<file path="src/rtl/lfsr_victim_arb.sv">
// lfsr_victim_arb
// Shared pseudo-random victim-way source for the cache replacement logic.
// One 11-bit LFSR is shared by NREQ requesters through a round-robin req/ack
// handshake. Each grant returns a way index. The index starts at the LFSR's
// low bits and skips ways that the winning requester marks as locked.
//
// Ports
//   clock       system clock
//   reset       synchronous, active-high reset
//   req         per-requester request, held until acked
//   lock_mask   per-requester locked-way mask, slice [i*WAYS +: WAYS]
//   seed_load   load seed_in into the LFSR at this edge (0 -> LFSR_SEED)
//   seed_in     new seed
//   ack         one-hot, single-cycle grant-complete pulse
//   rand_out    selected way, valid while |ack
//   all_locked  valid with ack, every way of the winner was locked
//   busy        high while serving a grant
//
// state | meaning
// IDLE  | waiting for a request; picks the round-robin winner
// SERVE | one-cycle grant: ack, way selection, LFSR advance
module lfsr_victim_arb #(
  parameter int                      NREQ      = 2,
  parameter int                      LFSR_BITS = 11,
  parameter logic [LFSR_BITS-1:0]    LFSR_SEED = 11'd101,
  parameter int                      RAND_BITS = 2,
  parameter bit                      FREE_RUN  = 1'b0
) (
  input  logic                              clock,
  input  logic                              reset,
  input  logic [NREQ-1:0]                   req,
  input  logic [NREQ*(1<<RAND_BITS)-1:0]    lock_mask,
  input  logic                              seed_load,
  input  logic [LFSR_BITS-1:0]              seed_in,
  output logic [NREQ-1:0]                   ack,
  output logic [RAND_BITS-1:0]              rand_out,
  output logic                              all_locked,
  output logic                              busy
);

  localparam int WAYS  = 1 << RAND_BITS;
  localparam int IDX_W = (NREQ > 1) ? $clog2(NREQ) : 1;

  typedef enum logic {IDLE, SERVE} state_t;

  state_t               state_q, state_d;
  logic [LFSR_BITS-1:0] lfsr_q, lfsr_d;
  logic [IDX_W-1:0]     rr_q, rr_d;
  logic [IDX_W-1:0]     win_q, win_d;
  logic [WAYS-1:0]      mask_q, mask_d;

  logic                 req_found;
  logic                 way_found;
  logic [RAND_BITS-1:0] way_pick;
  logic [RAND_BITS-1:0] way_cand;
  logic [LFSR_BITS-1:0] lfsr_next;
  logic                 serve_ok;

  // Two-step form of the core's random-replacement recurrence.
  assign lfsr_next = {lfsr_q[1] ^ lfsr_q[3], lfsr_q[0] ^ lfsr_q[2],
                      lfsr_q[LFSR_BITS-1:2]};

  always_comb begin
    state_d   = state_q;
    rr_d      = rr_q;
    win_d     = win_q;
    mask_d    = mask_q;
    req_found = 1'b0;
    case (state_q)
      IDLE: begin
        // Search starts at the requester after the last granted one.
        for (int i = 1; i <= NREQ; i++) begin
          if (!req_found && req[(int'(rr_q) + i) % NREQ]) begin
            req_found = 1'b1;
            win_d     = IDX_W'((int'(rr_q) + i) % NREQ);
          end
        end
        if (req_found) begin
          mask_d  = lock_mask[int'(win_d)*WAYS +: WAYS];
          state_d = SERVE;
        end
      end
      SERVE: begin
        rr_d    = win_q;
        state_d = IDLE;
      end
      default: state_d = IDLE;
    endcase
  end

  always_comb begin
    if (seed_load) begin
      lfsr_d = (seed_in == '0) ? LFSR_SEED : seed_in;
    end else if (FREE_RUN || state_q == SERVE) begin
      lfsr_d = lfsr_next;
    end else begin
      lfsr_d = lfsr_q;
    end
  end

  // First unlocked way at or after r, wrapping modulo WAYS. If none is
  // free the starting point r is reported unchanged.
  always_comb begin
    way_found = 1'b0;
    way_pick  = lfsr_q[RAND_BITS-1:0];
    way_cand  = '0;
    for (int j = 0; j < WAYS; j++) begin
      way_cand = lfsr_q[RAND_BITS-1:0] + RAND_BITS'(j);
      if (!way_found && !mask_q[way_cand]) begin
        way_found = 1'b1;
        way_pick  = way_cand;
      end
    end
  end

  // A reset arriving in the SERVE cycle aborts the grant, so it also masks
  // the grant outputs of that cycle.
  assign serve_ok = (state_q == SERVE) && !reset;

  always_comb begin
    ack = '0;
    for (int k = 0; k < NREQ; k++) begin
      if (serve_ok && win_q == IDX_W'(k)) ack[k] = 1'b1;
    end
  end

  assign rand_out   = serve_ok ? way_pick : '0;
  assign all_locked = serve_ok && (&mask_q);
  assign busy       = (state_q == SERVE);

  always_ff @(posedge clock) begin
    if (reset) begin
      state_q <= IDLE;
      lfsr_q  <= LFSR_SEED;
      rr_q    <= IDX_W'(NREQ - 1);
      win_q   <= '0;
      mask_q  <= '0;
    end else begin
      state_q <= state_d;
      lfsr_q  <= lfsr_d;
      rr_q    <= rr_d;
      win_q   <= win_d;
      mask_q  <= mask_d;
    end
  end

endmodule

</file>
<file path="config.mk">
export PLATFORM = sky130hd
export DESIGN_NAME = lfsr_victim_arb
export DESIGN_NICKNAME = d
export VERILOG_FILES = /design/src/rtl/lfsr_victim_arb.sv
export SDC_FILE = /design/constraint.sdc
export NUM_CORES = 1
export LEC_CHECK = 0
export ABC_CLOCK_PERIOD_IN_PS = 2200
export CAP_MARGIN = 20
export CORE_MARGIN = 2
export CORE_UTILIZATION = 49
export DETAILED_ROUTE_END_ITERATION = 12
export PLACE_DENSITY_LB_ADDON = 0.2
export SETUP_SLACK_MARGIN = 0.2
export SLEW_MARGIN = 20
export SYNTH_ARGS = -nofsm -noshare
export SYNTH_HDL_FRONTEND = slang
export SYNTH_SLANG_ARGS = --single-unit
</file>
<file path="constraint.sdc">
create_clock -name clock -period 2.2 [get_ports clock]
set_input_delay 0.44 -clock clock [delete_from_list [all_inputs] [get_ports clock]]
set_output_delay 0.44 -clock clock [all_outputs]
set_load 0.01 [all_outputs]
</file>
==> impl_metrics.csv <==
group,metric,value,unit
routing,vias,1034,
cts,cts_tree,"yes",
die,dieArea,2460,um^2
cells_and_area,area_delta_synth_final,37.4,%
synthesis,async_reset_ff_frac,0,
worst_setup_path,worstSetupEndpointType,"output pin",
grt,grt_max_degree,27,
cells_and_area,drive_gt1_frac,0.170,
placement,port_buffers,29,
synthesis,ys_seq_elements,18,
routing,m1WireLength,1.18,mm
cts,postCtsHoldBufs,0,
cts,clk_latency,300,ps
routing,drt-total-wl,2.57,mm
synthesis,syn_nets,147,
routing,dr.pass1.iters,6,
cts,cts-root-buf,"clkbuf_4",
sta,layout_min_cycle_time,1940,ps
die,pin_count,30,
cells_and_area,final_nets,178,
worst_setup_path,reg2reg_slack,980,ps
sta,setup_tns,0,ps
worst_setup_path,crit_path_max_incr_delay,430,ps
power_and_ir_drop,p_sw_frac,0.281,
synthesis,ys.flop_type,"dfxtp_1",
power_and_ir_drop,power_switching,220,uW
run_status,outcome,"completed",
grt,track_usage,0.215,
worst_setup_path,cp_max_fo,4,
power_and_ir_drop,irDropWorstVdd,0.363,mV
placement,placed_cell_area,1330,um^2
power_and_ir_drop,power.share.clock,0.267,
sta,grt_setup_unrepaired,"false",
sta,setup_viol,0,
sta,max_freq,514,MHz
cells_and_area,n_fill_cell,167,
worst_setup_path,timing.critical_path.buf_inv,3,
routing,wl_met2,1.30,mm
cts,clock_path_buffers,2,
synthesis,synth_top_cell_by_area,"dfxtp_1",
cts,path_clk_slew,100,ps
sta,slew_viol_final,0,
synthesis,yosysWarnings,0,
worst_setup_path,worstPathRequired,1760,ps
synthesis,synth-edff-count,0,
sta,timing.hold.ws,532,ps
power_and_ir_drop,combPwrFrac,0.242,
routing,viasPerCell,5.74,
cts,clock_sinks,18,
sta,finalCritPeriodShare,0.884,
worst_setup_path,worst_setup_path_start_kind,"input port",
cts,cts_setup_buffers,0,
placement,post-dp-hpwl,1.88,mm
synthesis,synth.top_cell.area_share,0.354,
die,core_area,1960,um^2
power_and_ir_drop,intPower,562,uW
synthesis,ys_seq_area_frac,0.354,
die,row_count,16,
worst_setup_path,slowest_stage,"clkdlybuf4s50_1",
routing,dr_wl_met3,69,um
cts,htreeDepth,1,
placement,gp_congestion,0.786,
worst_setup_path,path_delay_family,"buffers and inverters",
routing,highest_layer,"met4",
cells_and_area,final_cell_area,1400,um^2
die,start_util,0.518,
cts,cts_made_buffers,3,
grt,grt_pass1_vias,959,
grt,antenna_found_initial,0,
power_and_ir_drop,seqPwrFrac,0.491,
synthesis,synth_area_leaders,"dfxtp_1 35%, mux2_2 5.5%, nor2_1 4.8%, nand2_1 4.4%, inv_1 4.1%",
worst_setup_path,crit_chain,"clkdlybuf4s50_1, nand2b_4, buf_4, nor2_1, clkdlybuf4s15_1",
hold_path,hp-class,"flip-flop to flip-flop",
worst_setup_path,cp.arrival,1500,ps
synthesis,avgSynthCellArea,8.27,um^2
routing,drcViolationCount,0,
power_and_ir_drop,powerDensity,559,nW/um^2
grt,grt-ovfl-total,0,
cells_and_area,final_core_util,0.712,
routing,drt-initial-drc-count,32,
die,die_y,49.6,um
routing,wl_per_cell,14.3,um
die,fp.dieW,49.6,um
synthesis,syn_inst,123,
sta,tightest_slew,620,ps
synthesis,synth_area,1020,um^2
synthesis,synth_cell_types,34,
sta,hold_viol,0,
worst_setup_path,criticalPathCategory,"input port to output pin",
job,cap_viol_max_count,0,
routing,drtAntennaViolNets,0,
grt,grt_pass1_wl,4.15,mm
sta,slew_headroom,0.584,
sta,skew,1.23,ps
cells_and_area,n_antenna_cell,0,
power_and_ir_drop,p_leak,0.000532,uW
-- registers in the layout, indices dropped and copies added, names as in the netlist --
register and cells:
rr_q 1, lfsr_q 11, busy 1, win_q 1, mask_q 4
-- cell usage in the layout (no fill, tap or decap), types with 2 or more instances in the layout --
master | Yosys | layout
o21ba_2 | 2 | 2
dfxtp_2 | 0 | 2
buf_4 | 3 | 3
clkdlybuf4s15_2 | 0 | 2
clkbuf_4 | 0 | 3
dfxtp_1 | 18 | 13
xnor2_1 | 2 | 2
a21oi_1 | 7 | 7
nor4b_1 | 4 | 4
a2111oi_0 | 4 | 4
o211ai_1 | 2 | 2
clkdlybuf4s50_1 | 0 | 24
nor3_1 | 2 | 2
a22oi_1 | 4 | 4
inv_1 | 11 | 11
nor4_1 | 6 | 6
dfxtp_4 | 0 | 3
nor2_1 | 13 | 13
nand2_1 | 12 | 12
mux2_2 | 5 | 5
a211o_1 | 2 | 2
mux2i_1 | 4 | 4
o21ai_0 | 3 | 3
-- power groups by stage --
stage | Sequential (uW) | Combinational (uW) | Clock (uW)
6_report | 384 | 189 | 208
5_1_grt | 388 | 206 | 224
4_1_cts | 383 | 185 | 211
3_5_place_dp | 388 | 183 | 0
3_3_place_gp | 386 | 177 | 0
2_1_floorplan | 379 | 114 | 0
-- cell usage after synthesis, drive strengths merged, types with 2 or more instances --
cell     number
dfxtp        18
nor2         13
nand2        12
inv          11
a21oi         8
nor4          6
buf           5
mux2          5
a2111oi       4
a22oi         4
mux2i         4
nor4b         4
o21ai         3
a211o         2
a221oi        2
clkbuf        2
nand2b        2
nor3          2
o211ai        2
o21ba         2
xnor2         2
-- final timing paths --
path | startpoint | end | cells past startpoint
worst max register to register | busy | mask_q[1] | 3
worst min-delay path | win_q | win_q | 2
worst min register to register | win_q | win_q | 2
worst max-delay path | reset | ack[0] | 5
-- layer usage --
| metal | GRT usage | vias up |
|---|---|---|
| li1 | - | 505 |
| met1 | 0.261 | 507 |
| met2 | 0.389 | 20 |
| met3 | 0.0424 | 2 |
| met4 | 0.0417 | 0 |
| met5 | 0 | - |
-- cell families (layout without fill, tap and decap cells) --
logic type | after synthesis | in the layout | synth area share
AO/OA/AOI/OAI | 31 | 31 | 0.220
XOR/XNOR | 2 | 2 | 0.0172
buffers and inverters | 18 | 48 | 0.0861
flip-flops | 18 | 18 | 0.354
AND/OR/NAND/NOR | 45 | 45 | 0.228
multiplexers | 9 | 9 | 0.0947
-- final cells by class --
type	count	area, um^2	area share
clock buffers	4	36.3	0.0260
repair buffers	33	329	0.235
inverters	11	41.3	0.0295
flip-flops and latches	18	374	0.268
well taps	27	33.8	0.0242
multi-input cells	87	583	0.417
-- stage by stage --
| step | instances | worst slack (ps) | power [uW] |
|---|---|---|---|
| after floorplan | 123 | 632 | 492 |
| after global placement | 176 | -63.6 | 563 |
| after detailed placement | 176 | -175 | 571 |
| after CTS | 180 | 91.9 | 778 |
| after global routing | 180 | 199 | 819 |
| final | 180 | 256 | 781 |
-- worst min-delay path: stages (launching register included) --
cell and delay [ps]:
dfxtp_1 340, inv_1 80, a211oi_1 70
-- timing repair --
| item | 4_1_cts | 5_1_grt |
|---|---|---|
| setup endpoints to repair | 5 | 4 |
| resized for setup | 14 | 12 |
| cloned | 0 | 0 |
No activity file was read; power rests on OpenSTA's default activity.
